**src/rtl/viterbi_pkg.sv**
```systemverilog
// Shared constants and FSM encoding for the 4-state Viterbi decoder blocks.
package viterbi_pkg;

    localparam int NUM_STATES   = 4;
    localparam int PM_WIDTH_DEF = 8;

    localparam logic [1:0] S0 = 2'd0;
    localparam logic [1:0] S1 = 2'd1;
    localparam logic [1:0] S2 = 2'd2;
    localparam logic [1:0] S3 = 2'd3;

    typedef enum logic [1:0] {
        IDLE  = 2'd0,
        RUN   = 2'd1,
        DRAIN = 2'd2,
        DONE  = 2'd3
    } pmu_state_t;

endpackage

```
**src/rtl/pm_min4.sv**
```systemverilog
// Four-input unsigned minimum with 2-bit argmin; ties go to the lower index.
module pm_min4
    import viterbi_pkg::*;
#(
    parameter int PM_WIDTH = PM_WIDTH_DEF
) (
    input  logic [PM_WIDTH-1:0] a0,
    input  logic [PM_WIDTH-1:0] a1,
    input  logic [PM_WIDTH-1:0] a2,
    input  logic [PM_WIDTH-1:0] a3,
    output logic [PM_WIDTH-1:0] min_val,
    output logic [1:0]          min_idx
);

    logic [PM_WIDTH-1:0] lo_val, hi_val;
    logic [1:0]          lo_idx, hi_idx;

    // Strict less-than at every stage keeps the lower index on ties.
    always_comb begin
        lo_val = a0;
        lo_idx = S0;
        if (a1 < a0) begin
            lo_val = a1;
            lo_idx = S1;
        end
        hi_val = a2;
        hi_idx = S2;
        if (a3 < a2) begin
            hi_val = a3;
            hi_idx = S3;
        end
        min_val = lo_val;
        min_idx = lo_idx;
        if (hi_val < lo_val) begin
            min_val = hi_val;
            min_idx = hi_idx;
        end
    end

endmodule

```
**src/rtl/viterbi_pmu_ctrl.sv**
```systemverilog
// Path-metric registers, metric normalization, decision-word streaming and
// frame sequencing for the 4-state Viterbi decoder.
module viterbi_pmu_ctrl
    import viterbi_pkg::*;
#(
    parameter int PM_WIDTH    = PM_WIDTH_DEF,
    parameter int FRAME_LEN   = 64,
    parameter int CNT_WIDTH   = 8,
    parameter int INIT_PM     = 64,
    parameter int NORM_THRESH = 128
) (
    input  logic                 clk_i,
    input  logic                 rst_ni,
    input  logic                 start_i,
    input  logic                 sym_valid_i,
    output logic                 sym_ready_o,
    input  logic [PM_WIDTH-1:0]  acs_pm_s0_i,
    input  logic [PM_WIDTH-1:0]  acs_pm_s1_i,
    input  logic [PM_WIDTH-1:0]  acs_pm_s2_i,
    input  logic [PM_WIDTH-1:0]  acs_pm_s3_i,
    input  logic [3:0]           acs_dec_i,
    output logic [PM_WIDTH-1:0]  pm_s0_o,
    output logic [PM_WIDTH-1:0]  pm_s1_o,
    output logic [PM_WIDTH-1:0]  pm_s2_o,
    output logic [PM_WIDTH-1:0]  pm_s3_o,
    output logic                 dec_valid_o,
    input  logic                 dec_ready_i,
    output logic [3:0]           dec_bits_o,
    output logic [CNT_WIDTH-1:0] dec_addr_o,
    output logic                 frame_done_o,
    output logic [1:0]           best_state_o,
    output logic                 busy_o
);

    localparam logic [CNT_WIDTH-1:0] LAST_SYM = CNT_WIDTH'(FRAME_LEN - 1);
    localparam logic [PM_WIDTH-1:0]  PM_INIT  = PM_WIDTH'(INIT_PM);
    localparam logic [PM_WIDTH-1:0]  PM_NORM  = PM_WIDTH'(NORM_THRESH);

    pmu_state_t           state;
    logic [CNT_WIDTH-1:0] cnt;

    logic [PM_WIDTH-1:0]  acs_min;
    logic [1:0]           norm_idx_unused;
    logic [PM_WIDTH-1:0]  best_min_unused;
    logic [1:0]           best_idx;
    logic [PM_WIDTH-1:0]  norm_sub;
    logic [PM_WIDTH-1:0]  npm_s0, npm_s1, npm_s2, npm_s3;
    logic                 accept;
    logic                 out_fire;

    pm_min4 #(.PM_WIDTH(PM_WIDTH)) u_norm_min (
        .a0      (acs_pm_s0_i),
        .a1      (acs_pm_s1_i),
        .a2      (acs_pm_s2_i),
        .a3      (acs_pm_s3_i),
        .min_val (acs_min),
        .min_idx (norm_idx_unused)
    );

    pm_min4 #(.PM_WIDTH(PM_WIDTH)) u_best_min (
        .a0      (pm_s0_o),
        .a1      (pm_s1_o),
        .a2      (pm_s2_o),
        .a3      (pm_s3_o),
        .min_val (best_min_unused),
        .min_idx (best_idx)
    );

    // Subtracting the minimum itself can never underflow any operand.
    assign norm_sub = (acs_min >= PM_NORM) ? acs_min : '0;
    assign npm_s0   = acs_pm_s0_i - norm_sub;
    assign npm_s1   = acs_pm_s1_i - norm_sub;
    assign npm_s2   = acs_pm_s2_i - norm_sub;
    assign npm_s3   = acs_pm_s3_i - norm_sub;

    // One-entry output slot: may refill on the same edge it drains.
    assign sym_ready_o = (state == RUN) && (!dec_valid_o || dec_ready_i);
    assign accept      = sym_valid_i && sym_ready_o;
    assign out_fire    = dec_valid_o && dec_ready_i;
    assign busy_o      = (state != IDLE);

    always_ff @(posedge clk_i) begin
        if (!rst_ni) begin
            state        <= IDLE;
            cnt          <= '0;
            pm_s0_o      <= '0;
            pm_s1_o      <= '0;
            pm_s2_o      <= '0;
            pm_s3_o      <= '0;
            dec_valid_o  <= 1'b0;
            dec_bits_o   <= '0;
            dec_addr_o   <= '0;
            frame_done_o <= 1'b0;
            best_state_o <= '0;
        end else begin
            case (state)
                IDLE: begin
                    if (start_i) begin
                        pm_s0_o <= '0;
                        pm_s1_o <= PM_INIT;
                        pm_s2_o <= PM_INIT;
                        pm_s3_o <= PM_INIT;
                        cnt     <= '0;
                        state   <= RUN;
                    end
                end
                RUN: begin
                    if (accept) begin
                        pm_s0_o     <= npm_s0;
                        pm_s1_o     <= npm_s1;
                        pm_s2_o     <= npm_s2;
                        pm_s3_o     <= npm_s3;
                        dec_bits_o  <= acs_dec_i;
                        dec_addr_o  <= cnt;
                        dec_valid_o <= 1'b1;
                        cnt         <= cnt + 1'b1;
                        if (cnt == LAST_SYM)
                            state <= DRAIN;
                    end else if (out_fire) begin
                        dec_valid_o <= 1'b0;
                    end
                end
                DRAIN: begin
                    best_state_o <= best_idx;
                    if (out_fire)
                        dec_valid_o <= 1'b0;
                    if (!dec_valid_o || dec_ready_i) begin
                        frame_done_o <= 1'b1;
                        state        <= DONE;
                    end
                end
                DONE: begin
                    frame_done_o <= 1'b0;
                    state        <= IDLE;
                end
                default: state <= IDLE;
            endcase
        end
    end

endmodule

```
**config.mk**
```make
export PLATFORM = sky130hd
export DESIGN_NAME = viterbi_pmu_ctrl
export DESIGN_NICKNAME = d
export VERILOG_FILES = /design/src/rtl/viterbi_pkg.sv /design/src/rtl/pm_min4.sv /design/src/rtl/viterbi_pmu_ctrl.sv
export SDC_FILE = /design/constraint.sdc
export NUM_CORES = 1
export LEC_CHECK = 0
export ABC_AREA = 0
export BUFFER_PORTS_ARGS = -buffer_cell sky130_fd_sc_hd__buf_2
export CAP_MARGIN = 20
export CORE_ASPECT_RATIO = 1.2
export CORE_MARGIN = 2
export CORE_UTILIZATION = 60
export CTS_BUF_LIST = sky130_fd_sc_hd__clkbuf_4 sky130_fd_sc_hd__clkbuf_8
export DETAILED_ROUTE_END_ITERATION = 8
export PLACE_DENSITY_LB_ADDON = 0.25
export SLEW_MARGIN = 20
export SYNTH_ARGS = -nofsm -noshare
export SYNTH_HDL_FRONTEND = slang
export SYNTH_SLANG_ARGS = --single-unit
```
**constraint.sdc**
```tcl
create_clock -name clk_i -period 11.8 [get_ports clk_i]
set_clock_uncertainty 0.05 [all_clocks]
set_input_delay 2.95 -clock clk_i [delete_from_list [all_inputs] [get_ports clk_i]]
set_output_delay 2.95 -clock clk_i [all_outputs]
set_load 0.02 [all_outputs]
```
==> run_results.csv, run 1 <==
group,metric,value,unit
run_status,outcome,"finished, final reports clean",
run,drv_cap,0,
placed_design,gpl.final_weighted_congestion,0.876,
placed_design,place.detailed.instances,786,
detailed_routing,drt-pass1-iter-count,4,
sta,hold_vio_cnt_final,0,
synthesis,synth_enable_flop_cells,0,
sta,finalMaxSlewViolations,0,
sta,fin_setup_tns,0,ns
synthesis,netlist_area,0.00503,mm^2
detailed_routing,avgViaCountPerCell,5.79,
placed_design,place_area,0.00556,mm^2
synthesis,ys_ff_latch,58,
detailed_routing,dr.first_iter.drc_count,241,
global_route,antenna_found_initial,0,
detailed_routing,routed_wire_length_per_instance,16.6,um
die,die_width,87.6,um
critical_path,critical_path_required,12.01,ns
synthesis,syn-num-nets,725,
sta,final-setup-viol-count,0,
synthesis,postSynthAreaPerCell,8.37,um^2
placed_design,place.detailed.hpwl,10600,um
cells_and_area,syn_to_final_growth,15.0,%
clock_network,number_of_hold_repair_buffers_added_at_the_cts_stage,0,
global_route,gr-usage-all-layers,30.0,%
critical_path,worst_setup_path_startpoint,"acs_pm_s0_i[7]",
clock_network,clock_latency_of_the_later_clocked_register_in_the_worst_skew_pair,0.35,ns
detailed_routing,route.final.wire_length,13400,um
clock_network,path_clk_slew,0.07,ns
sta,fmax,116,MHz
critical_path,r2r-start,"pm_s2_o[7]$_SDFFE_PN0P_",
critical_path,critPathSlowestCell,"sky130_fd_sc_hd__o31ai_2",
sta,timing.final.ws_setup,3.18,ns
synthesis,synth_top_flop_cell,"sky130_fd_sc_hd__dfxtp_1",
clock_network,cts-root-to-sink-buffers,2,
synthesis,synth_cell_type_count,58,
global_route,grt_pass1_vias,4648,
critical_path,worst_r2r_endpoint,"best_state_o[0]$_SDFFE_PN0P_",
cells_and_area,finish.cell_count_without_fillers,802,
sta,post-route-period-util,73.1,%
detailed_routing,drcViolationCount,0,
cells_and_area,layout_cells_sized_above_1,19.9,%
sta,grt_setup_unrepaired,"false",
detailed_routing,route.vias.total,4642,
cells_and_area,final_instance_area,0.00578,mm^2
clock_network,clock_tree.htree_level_count,3,
critical_path,cpPeakStageDelay,0.84,ns
placed_design,buffer_ports.inserted,90,
synthesis,synth-async-reset-ratio,0,%
critical_path,worstSetupPathType,"input port to register",
critical_path,cp_max_fo,11,
hold_path,worst_hold_startpoint,"dec_addr_o[6]$_SDFFE_PN0P_",
power,ir_drop,0.102,mV
clock_network,clock_sinks,58,
sta,max_slew.worst_pin.slew,1.02,ns
die,floorplan.die.height,104,um
die,floorplan.die_area,0.00913,mm^2
hold_path,hold_path.class,"register to register",
hold_path,hold_end,"dec_addr_o[6]$_SDFFE_PN0P_",
global_route,grt_pass1_wl,21800,um
placed_design,dp_slack,2.81,ns
critical_path,reg2reg_setup_slack,7.81,ns
critical_path,crit_path_start_kind,"input port",
die,placementRows,36,
power,power_per_unit_of_standard_cell_area,204,mW/mm^2
global_route,grt_overflow,0,
cells_and_area,finish.net_count,807,
critical_path,critPathArrivalTime,8.83,ns
detailed_routing,drt.antenna.violating_nets,0,
die,start_util,61.7,%
clock_network,post_cts_resized,0,
hold_path,count_of_cells_along_the_worst_hold_path,2,
critical_path,critical_path.endpoint_type,"register",
critical_path,rr_worst_depth,14,
critical_path,cp_common_cell,"sky130_fd_sc_hd__ha_1",
synthesis,cells_after_synthesis,601,
cells_and_area,insertedDiodeCount,0,
clock_network,cts_tree,"yes",
power,p_leak,2.68,nW
die,core-area,0.00815,mm^2
clock_network,cts_root_buffer,"sky130_fd_sc_hd__clkbuf_8",
global_route,pin_count_of_the_biggest_net_entering_global_routing,57,
die,io-pin-count,91,
synthesis,synth_warnings,0,
synthesis,ys_seq_area_share,23.1,%
sta,timing.final.crit_period,8.62,ns
sta,slew_headroom,30.9,%
clock_network,cts_post_setup_buffers_inserted,0,
clock_network,numCtsBuffers,9,
[flip-flops by register name, summed over array words and instances (netlist names)]
register and count:
pm_s1_o 8, dec_bits_o 4, best_state_o 2, cnt 8
pm_s3_o 8, pm_s2_o 8, frame_done_o 1, dec_addr_o 8
pm_s0_o 8, state 2, dec_valid_o 1
[worst max-delay path by stage]
stage                     cells past startpoint  slack (ns)                      end
after global routing                         25        2.64  pm_s1_o[7]$_SDFFE_PN0P_
final                                        25        3.18  pm_s1_o[7]$_SDFFE_PN0P_
after global placement                       25        2.88  pm_s1_o[7]$_SDFFE_PN0P_
after floorplan                              23        3.53  pm_s0_o[7]$_SDFFE_PN0P_
after detailed placement                     25        2.81  pm_s1_o[7]$_SDFFE_PN0P_
after CTS                                    25        3.14  pm_s1_o[7]$_SDFFE_PN0P_
[synth_stat cells (6+ instances only)]
library cell / instances / area [um^2]
sky130_fd_sc_hd__a21oi_1: 17 / 85.1
sky130_fd_sc_hd__clkbuf_1: 20 / 75.1
sky130_fd_sc_hd__a21boi_0: 30 / 225
sky130_fd_sc_hd__ha_1: 79 / 988
sky130_fd_sc_hd__nand2_1: 78 / 293
sky130_fd_sc_hd__dfxtp_1: 58 / 1160
sky130_fd_sc_hd__nand3_1: 19 / 95.1
sky130_fd_sc_hd__xnor2_1: 6 / 52.6
sky130_fd_sc_hd__nor2_1: 24 / 90.1
sky130_fd_sc_hd__a31oi_1: 6 / 37.5
sky130_fd_sc_hd__nand2b_1: 10 / 62.6
sky130_fd_sc_hd__o311ai_1: 6 / 52.6
sky130_fd_sc_hd__mux2i_1: 17 / 170
sky130_fd_sc_hd__nor2b_1: 22 / 138
sky130_fd_sc_hd__mux2_2: 13 / 146
sky130_fd_sc_hd__xor2_1: 19 / 166
sky130_fd_sc_hd__a22oi_1: 13 / 97.6
sky130_fd_sc_hd__o21ai_0: 25 / 125
sky130_fd_sc_hd__inv_1: 54 / 203
sky130_fd_sc_hd__a21o_1: 12 / 90.1
[cells by family after synthesis]
group | after synthesis | share of synthesized area, %
and+or+nand+nor | 179 | 17.1
AOI/OAI and AO/OA | 148 | 21.5
adders and majority gates | 83 | 21.2
buffers and inverters | 76 | 5.82
DFF | 58 | 23.1
muxes | 32 | 6.87
xor gates and xnor gates | 25 | 4.35
[area by class of cell]
| class | instances | area (um^2) |
|---|---|---|
| flip-flops and latches | 58 | 1160 |
| repair buffers | 93 | 473 |
| multi-input cells | 467 | 3580 |
| clock buffers | 11 | 145 |
| inverters | 54 | 203 |
| well taps | 114 | 143 |
| fillers | 650 | 2370 |
| clock inverters | 5 | 77.6 |
[critical path: cells and delay by family]
family	cells	cell delay [ns]
compound gates	10	2.51
simple gates	6	1.34
fa+ha+maj	3	0.83
mux	2	0.63
buf+inv	3	0.39
xor+xnor	1	0.15
[where the power goes]
| group | internal (mW) | leakage, nW | switching (mW) |
|---|---|---|---|
| Sequential | 0.225 | 0.470 | 0.0296 |
| Clock | 0.126 | 0.113 | 0.0811 |
| Combinational | 0.270 | 2.10 | 0.450 |
| Total | 0.621 | 2.68 | 0.561 |
[cell usage in the layout (no fill, tap or decap), types with 5 or more instances in the layout]
master | Yosys | routed
sky130_fd_sc_hd__or3_1 | 5 | 5
sky130_fd_sc_hd__a21boi_0 | 30 | 30
sky130_fd_sc_hd__mux2_2 | 13 | 13
sky130_fd_sc_hd__clkbuf_8 | 0 | 10
sky130_fd_sc_hd__ha_1 | 79 | 79
sky130_fd_sc_hd__a21o_1 | 12 | 12
sky130_fd_sc_hd__inv_1 | 54 | 54
sky130_fd_sc_hd__nor2b_1 | 22 | 22
sky130_fd_sc_hd__mux2i_1 | 17 | 17
sky130_fd_sc_hd__nand3_1 | 19 | 19
sky130_fd_sc_hd__a22oi_1 | 13 | 13
sky130_fd_sc_hd__nand2b_1 | 10 | 10
sky130_fd_sc_hd__xnor2_1 | 6 | 6
sky130_fd_sc_hd__buf_2 | 0 | 90
sky130_fd_sc_hd__xor2_1 | 19 | 19
sky130_fd_sc_hd__o311ai_0 | 5 | 5
sky130_fd_sc_hd__a21oi_1 | 17 | 17
sky130_fd_sc_hd__a31oi_1 | 6 | 6
sky130_fd_sc_hd__o311ai_1 | 6 | 6
sky130_fd_sc_hd__nand2_1 | 78 | 78
sky130_fd_sc_hd__o21ai_0 | 25 | 25
sky130_fd_sc_hd__dfxtp_1 | 58 | 58
sky130_fd_sc_hd__nor2_1 | 24 | 24
[per-layer routing]
metal | part of all wire [%] | track usage [%]
met5 | 0 | 0
met4 | 4.4 | 14.7
met3 | 3.8 | 5.08
met2 | 52 | 54.2
met1 | 39 | 32.7
[metrics by stage]
step	hold slack, ns	utilization, %	power, mW
2_1_floorplan	0.412	-	0.766
3_3_place_gp	0.400	68.2	0.949
3_5_place_dp	0.407	68.2	0.969
4_1_cts	0.416	70.9	1.18
5_1_grt	0.436	70.9	1.27
6_report	0.412	70.9	1.18
No activity file was read; power rests on OpenSTA's default activity.
==> run 2, diff against run 1 <==
--- a/config.mk
+++ b/config.mk
@@ -10,7 +10,7 @@
 export CAP_MARGIN = 20
 export CORE_ASPECT_RATIO = 1.2
 export CORE_MARGIN = 2
-export CORE_UTILIZATION = 60
+export CORE_UTILIZATION = 59
 export CTS_BUF_LIST = sky130_fd_sc_hd__clkbuf_4 sky130_fd_sc_hd__clkbuf_8
 export DETAILED_ROUTE_END_ITERATION = 8
 export PLACE_DENSITY_LB_ADDON = 0.25
==> constraint.sdc (replaced) <==
create_clock -name clk_i -period 8.75 [get_ports clk_i]
set_clock_uncertainty 0.05 [all_clocks]
set_input_delay 2.1875 -clock clk_i [delete_from_list [all_inputs] [get_ports clk_i]]
set_output_delay 2.1875 -clock clk_i [all_outputs]
set_load 0.02 [all_outputs]
==> run_results.csv, run 2 (same netlist as run 1, synthesis figures left out) <==
group,metric,value,unit
critical_path,crit_path_start_kind,"input port",
placed_design,gpl.final_weighted_congestion,0.904,
cells_and_area,final_instance_area,0.00581,mm^2
cells_and_area,insertedDiodeCount,0,
critical_path,cp_max_fo,9,
global_route,grt_pass1_vias,4734,
cells_and_area,filler_cell_count,699,
placed_design,place.detailed.hpwl,10700,um
hold_path,worst_hold_startpoint,"dec_addr_o[0]$_SDFFE_PN0P_",
clock_network,clock_tree.htree_level_count,3,
detailed_routing,route.final.wire_length,13400,um
power,fraction_of_power_consumed_by_combinational_cells,62.1,%
power,power.total,1.58,mW
power,power_switching_share,47.9,%
clock_network,path_clk_slew,0.07,ns
sta,fin_setup_tns,0,ns
power,internal_power,0.823,mW
run_status,outcome,"finished, final reports clean",
power,p_seq_share,21.7,%
clock_network,numCtsBuffers,9,
clock_network,cts-root-to-sink-buffers,2,
sta,hold_vio_cnt_final,0,
detailed_routing,drt.antenna.violating_nets,0,
detailed_routing,avgViaCountPerCell,5.87,
critical_path,worstSetupPathType,"input port to register",
sta,slew_headroom,33.3,%
sta,grt_setup_unrepaired,"false",
sta,fmax,131,MHz
placed_design,place_area,0.00560,mm^2
critical_path,rr_worst_depth,14,
power,power_per_unit_of_standard_cell_area,272,mW/mm^2
clock_network,clock_latency_of_the_later_clocked_register_in_the_worst_skew_pair,0.35,ns
sta,final-setup-viol-count,0,
cells_and_area,mostFrequentLayoutCell,"sky130_fd_sc_hd__buf_2",
run,drv_cap,0,
clock_network,cts_tree,"yes",
critical_path,critical_path_required,8.95,ns
die,start_util,61.3,%
cells_and_area,mostFrequentLayoutCells,"sky130_fd_sc_hd__buf_2 (90), sky130_fd_sc_hd__ha_1 (79), sky130_fd_sc_hd__nand2_1 (78), sky130_fd_sc_hd__dfxtp_1 (58), sky130_fd_sc_hd__inv_1 (54)",
cells_and_area,finish.net_count,813,
hold_path,count_of_cells_along_the_worst_hold_path,2,
global_route,gr-usage-all-layers,29.6,%
die,core-area,0.00820,mm^2
power,p_leak,2.70,nW
cells_and_area,multi_input_area,0.00358,mm^2
cells_and_area,syn_to_final_growth,15.5,%
die,die_width,88.3,um
hold_path,hold_path.class,"register to register",
clock_network,clock_sinks,58,
detailed_routing,route.vias.total,4746,
clock_network,cts_root_buffer,"sky130_fd_sc_hd__clkbuf_8",
detailed_routing,routed_wire_length_per_instance,16.6,um
power,ir_drop,0.122,mV
die,io-pin-count,91,
placed_design,buffer_ports.inserted,90,
die,placementRows,36,
global_route,antenna_found_initial,0,
power,netsw,0.757,mW
sta,max_slew.worst_pin.slew,0.987,ns
sta,finalMaxSlewViolations,0,
detailed_routing,drt-pass1-iter-count,6,
cells_and_area,layout_cells_sized_above_1,20.6,%
critical_path,critPathArrivalTime,7.85,ns
global_route,pin_count_of_the_biggest_net_entering_global_routing,57,
detailed_routing,dr.first_iter.drc_count,276,
clock_network,cts_post_setup_buffers_inserted,0,
sta,holdWs,0.411,ns
critical_path,r2r-start,"pm_s2_o[7]$_SDFFE_PN0P_",
sta,timing.final.crit_period,7.65,ns
sta,post-route-period-util,87.4,%
global_route,grt_overflow,0,
clock_network,post_cts_resized,0,
critical_path,critical_path.endpoint_type,"register",
cells_and_area,ff_latch_area,0.00116,mm^2
global_route,grt_pass1_wl,21600,um
critical_path,worst_setup_path_startpoint,"acs_pm_s2_i[7]",
clock_network,number_of_hold_repair_buffers_added_at_the_cts_stage,0,
detailed_routing,drcViolationCount,0,
power,clock_power_share,16.3,%
die,floorplan.die_area,0.00928,mm^2
die,floorplan.die.height,105,um
## run 2: per-layer routing
layer | share of wire (%) | global-route usage [%] | vias up
met5 | 0 | 0 | -
met4 | 3.8 | 13.0 | 0
met3 | 5.0 | 4.74 | 41
met2 | 52 | 53.4 | 158
met1 | 39 | 33.2 | 2241
li1 | - | - | 2306
## run 2: cell type report
cell class | count | area share (%)
multi-input cells | 467 | 61.6
inverters | 54 | 3.49
well taps | 114 | 2.46
clock buffers | 11 | 2.61
flip-flops and latches | 58 | 20.0
repair buffers | 99 | 8.92
clock inverters | 5 | 0.905
## run 2: stage by stage
| step | utilization (%) | worst slack (ns) | instances |
|---|---|---|---|
| 5_1_grt | 70.8 | 0.758 | 808 |
| 4_1_cts | 70.8 | 1.16 | 808 |
| 3_3_place_gp | 68.3 | 0.824 | 792 |
| 6_report | 70.8 | 1.10 | 808 |
| 3_5_place_dp | 68.3 | 0.788 | 792 |
| 2_1_floorplan | - | 1.24 | 601 |
## run 2: path summary, 6_finish.rpt
| path | endpoint | slack [ns] |
|---|---|---|
| worst max-delay path | pm_s1_o[7]$_SDFFE_PN0P_ | 1.10 |
| worst min register to register | dec_addr_o[0]$_SDFFE_PN0P_ | 0.41 |
| worst min-delay path | dec_addr_o[0]$_SDFFE_PN0P_ | 0.41 |
| worst max register to register | best_state_o[0]$_SDFFE_PN0P_ | 4.80 |
## run 2: critical path: stages
cell and delay [ns]:
sky130_fd_sc_hd__buf_2 0.11, sky130_fd_sc_hd__inv_1 0.05, sky130_fd_sc_hd__ha_1 0.28, sky130_fd_sc_hd__nand2_1 0.10, sky130_fd_sc_hd__a211o_1 0.32, sky130_fd_sc_hd__o21ai_4 0.31
sky130_fd_sc_hd__mux2_2 0.39, sky130_fd_sc_hd__ha_1 0.30, sky130_fd_sc_hd__a21o_1 0.16, sky130_fd_sc_hd__a21o_1 0.17, sky130_fd_sc_hd__a21oi_1 0.26, sky130_fd_sc_hd__or3b_1 0.39
sky130_fd_sc_hd__mux2i_2 0.33, sky130_fd_sc_hd__nor2_2 0.12, sky130_fd_sc_hd__o311ai_1 0.27, sky130_fd_sc_hd__ha_1 0.36, sky130_fd_sc_hd__nor2b_1 0.13, sky130_fd_sc_hd__o21ai_0 0.31
sky130_fd_sc_hd__a21boi_0 0.20, sky130_fd_sc_hd__o21ai_0 0.18, sky130_fd_sc_hd__nand2_1 0.13, sky130_fd_sc_hd__a31oi_1 0.27, sky130_fd_sc_hd__xnor2_1 0.12, sky130_fd_sc_hd__or3_1 0.31
sky130_fd_sc_hd__o311ai_1 0.08
## run 2: power groups by stage
stage	logic, mW	clock network [mW]	registers (mW)
after global routing	1.08	0.271	0.347
after global placement	0.936	0	0.345
after detailed placement	0.966	0	0.348
after floorplan	0.654	0	0.379
final	0.980	0.257	0.343
after CTS	0.971	0.258	0.342
==> run 3, diff against run 2 <==
--- a/config.mk
+++ b/config.mk
@@ -6,14 +6,17 @@
 export NUM_CORES = 1
 export LEC_CHECK = 0
 export ABC_AREA = 0
-export BUFFER_PORTS_ARGS = -buffer_cell sky130_fd_sc_hd__buf_2
+export BUFFER_PORTS_ARGS = -buffer_cell sky130_fd_sc_hd__clkbuf_2
 export CAP_MARGIN = 20
+export CELL_PAD_IN_SITES_DETAIL_PLACEMENT = 0
+export CELL_PAD_IN_SITES_GLOBAL_PLACEMENT = 1
 export CORE_ASPECT_RATIO = 1.2
 export CORE_MARGIN = 2
-export CORE_UTILIZATION = 59
+export CORE_UTILIZATION = 44
 export CTS_BUF_LIST = sky130_fd_sc_hd__clkbuf_4 sky130_fd_sc_hd__clkbuf_8
 export DETAILED_ROUTE_END_ITERATION = 8
 export PLACE_DENSITY_LB_ADDON = 0.25
+export REMOVE_ABC_BUFFERS = 1
 export SLEW_MARGIN = 20
 export SYNTH_ARGS = -nofsm -noshare
 export SYNTH_HDL_FRONTEND = slang
==> run_results.csv, run 3 (same netlist as run 1, synthesis figures left out) <==
group,metric,value,unit
run_status,outcome,"finished, final reports clean",
die,placementRows,42,
critical_path,r2r-start,"pm_s0_o[6]$_SDFFE_PN0P_",
critical_path,critical_path.endpoint_type,"register",
placed_design,place.detailed.hpwl,10400,um
detailed_routing,route.vias.total,4510,
die,floorplan.die.height,121,um
critical_path,crit_path_start_kind,"input port",
global_route,grt_pass1_wl,21300,um
sta,slew_headroom,29.9,%
cells_and_area,filler_cell_count,1106,
detailed_routing,route.final.wire_length,13100,um
die,io-pin-count,91,
cells_and_area,mostFrequentLayoutCell,"sky130_fd_sc_hd__clkbuf_2",
detailed_routing,routed_wire_length_per_instance,15.4,um
cells_and_area,layout_cells_sized_above_1,20.6,%
cells_and_area,final_instance_area,0.00584,mm^2
detailed_routing,dr.first_iter.drc_count,176,
placed_design,gpl.final_weighted_congestion,0.878,
power,p_seq_share,22.5,%
detailed_routing,drt-pass1-iter-count,4,
placed_design,buffer_ports.inserted,90,
critical_path,worst_setup_path_endpoint,"pm_s0_o[7]$_SDFFE_PN0P_",
global_route,grt_overflow,0,
die,die_width,102,um
cells_and_area,syn_to_final_growth,16.2,%
cells_and_area,finish.net_count,813,
sta,final-setup-viol-count,0,
cells_and_area,multi_input_area,0.00358,mm^2
detailed_routing,drcViolationCount,0,
sta,max_slew.worst_pin.slew,1.04,ns
clock_network,cts_root_buffer,"sky130_fd_sc_hd__clkbuf_8",
placed_design,place_area,0.00565,mm^2
detailed_routing,drt.antenna.violating_nets,0,
critical_path,worst_setup_path_startpoint,"acs_pm_s0_i[7]",
sta,fmax,130,MHz
critical_path,worst_r2r_endpoint,"best_state_o[0]$_SDFFE_PN0P_",
sta,post-route-period-util,88.0,%
global_route,pin_count_of_the_biggest_net_entering_global_routing,57,
critical_path,rr_worst_depth,14,
power,netsw,0.721,mW
sta,finalMaxSlewViolations,0,
critical_path,critical_path_required,8.94,ns
sta,grt_setup_unrepaired,"false",
cells_and_area,layout.core_utilization,52.7,%
critical_path,worstSetupPathType,"input port to register",
global_route,gr-usage-all-layers,22.0,%
critical_path,critPathArrivalTime,7.89,ns
power,internal_power,0.803,mW
clock_network,cts_tree,"yes",
power,power_per_unit_of_standard_cell_area,261,mW/mm^2
critical_path,reg2reg_setup_slack,4.73,ns
clock_network,clock_latency_of_the_later_clocked_register_in_the_worst_skew_pair,0.34,ns
cells_and_area,finish.cell_count_without_fillers,848,
clock_network,numCtsBuffers,9,
die,start_util,45.4,%
hold_path,hold_path.class,"register to register",
sta,hold_vio_cnt_final,0,
clock_network,clock_sinks,58,
clock_network,cts_post_setup_buffers_inserted,0,
run,drv_cap,0,
power,power_switching_share,47.3,%
global_route,grt_pass1_vias,4423,
cells_and_area,mostFrequentLayoutCells,"sky130_fd_sc_hd__clkbuf_2 (90), sky130_fd_sc_hd__ha_1 (79), sky130_fd_sc_hd__nand2_1 (78), sky130_fd_sc_hd__dfxtp_1 (58), sky130_fd_sc_hd__inv_1 (54)",
die,core-area,0.0111,mm^2
power,p_leak,2.67,nW
clock_network,clock_tree.htree_level_count,3,
clock_network,cts-root-to-sink-buffers,2,
clock_network,post_cts_resized,0,
global_route,antenna_found_initial,0,
placed_design,place.detailed.instances,832,
clock_network,path_clk_slew,0.06,ns
die,floorplan.die_area,0.0123,mm^2
cells_and_area,insertedDiodeCount,0,
detailed_routing,avgViaCountPerCell,5.32,
power,clock_power_share,15.4,%
power,fraction_of_power_consumed_by_combinational_cells,62.1,%
power,ir_drop,0.113,mV
sta,timing.final.crit_period,7.70,ns
clock_network,number_of_hold_repair_buffers_added_at_the_cts_stage,0,
sta,fin_setup_tns,0,ns
critical_path,cp_max_fo,14,
cells_and_area,ff_latch_area,0.00116,mm^2
[run 3: cell count changes in the layout (fill, tap and decap cells not counted)]
cell                         change
sky130_fd_sc_hd__clkbuf_8        +1
sky130_fd_sc_hd__buf_2          -90
sky130_fd_sc_hd__clkbuf_4        +2
sky130_fd_sc_hd__clkbuf_2       +90
sky130_fd_sc_hd__bufinv_16       -1
sky130_fd_sc_hd__clkinvlp_4      -1
sky130_fd_sc_hd__clkinv_2        -1
[run 3: cell type report]
type	count	area share [%]
Timing Repair Buffer	99	8.87
Clock buffer	14	3.08
Multi-Input combinational cell	467	61.2
Tap cell	154	3.30
Clock inverter	2	0.171
Inverter	54	3.47
Sequential cell	58	19.9
[run 3: worst max-delay path, cell delays in order]
cell and delay (ns):
sky130_fd_sc_hd__clkbuf_2 0.11, sky130_fd_sc_hd__inv_1 0.04, sky130_fd_sc_hd__ha_1 0.31, sky130_fd_sc_hd__nand4_1 0.14, sky130_fd_sc_hd__o31ai_2 0.74, sky130_fd_sc_hd__mux2i_1 0.25
sky130_fd_sc_hd__ha_1 0.35, sky130_fd_sc_hd__and4_1 0.28, sky130_fd_sc_hd__nand3_1 0.09, sky130_fd_sc_hd__nand2_1 0.09, sky130_fd_sc_hd__a41oi_2 0.05, sky130_fd_sc_hd__a21oi_1 0.70
sky130_fd_sc_hd__o21ai_0 0.19, sky130_fd_sc_hd__o311ai_1 0.13, sky130_fd_sc_hd__buf_4 0.25, sky130_fd_sc_hd__ha_1 0.24, sky130_fd_sc_hd__nor2b_1 0.13, sky130_fd_sc_hd__o21ai_0 0.21
sky130_fd_sc_hd__a21boi_0 0.15, sky130_fd_sc_hd__o21ai_0 0.21, sky130_fd_sc_hd__nand2_1 0.12, sky130_fd_sc_hd__a31oi_1 0.28, sky130_fd_sc_hd__xnor2_1 0.21, sky130_fd_sc_hd__nand4_1 0.13
sky130_fd_sc_hd__o311ai_1 0.29
[run 3: routing by layer]
layer  GRT usage, %  wire length, um
met1           25.6             5670
met4           8.70              352
met2           39.3             6570
met3           3.69              464
met5              0                0
[run 3: how the worst min path moves through the flow]
| stage | from | endpoint | slack [ns] | cells past startpoint |
|---|---|---|---|---|
| after floorplan | cnt[5]$_SDFFE_PN0P_ | dec_addr_o[5]$_SDFFE_PN0P_ | 0.41 | 2 |
| after global placement | dec_addr_o[7]$_SDFFE_PN0P_ | dec_addr_o[7]$_SDFFE_PN0P_ | 0.40 | 2 |
| after detailed placement | dec_addr_o[6]$_SDFFE_PN0P_ | dec_addr_o[6]$_SDFFE_PN0P_ | 0.41 | 2 |
| after CTS | dec_addr_o[6]$_SDFFE_PN0P_ | dec_addr_o[6]$_SDFFE_PN0P_ | 0.42 | 2 |
| after global routing | dec_addr_o[6]$_SDFFE_PN0P_ | dec_addr_o[6]$_SDFFE_PN0P_ | 0.44 | 2 |
| final | dec_addr_o[6]$_SDFFE_PN0P_ | dec_addr_o[6]$_SDFFE_PN0P_ | 0.41 | 2 |
[run 3: power by group through the flow]
stage	clock network, mW	logic, mW	registers, mW
2_1_floorplan	0	0.629	0.379
3_3_place_gp	0	0.927	0.346
3_5_place_dp	0	0.947	0.348
4_1_cts	0.240	0.953	0.342
5_1_grt	0.253	1.06	0.348
6_report	0.234	0.947	0.342
[run 3: metrics by stage]
| step | hold WS, ns | total power, mW | setup slack (ns) |
|---|---|---|---|
| 6_report | 0.414 | 1.52 | 1.05 |
| 5_1_grt | 0.436 | 1.66 | 0.577 |
| 4_1_cts | 0.419 | 1.54 | 1.12 |
| 3_5_place_dp | 0.410 | 1.30 | 0.783 |
| 3_3_place_gp | 0.400 | 1.27 | 0.891 |
| 2_1_floorplan | 0.412 | 1.01 | 1.30 |
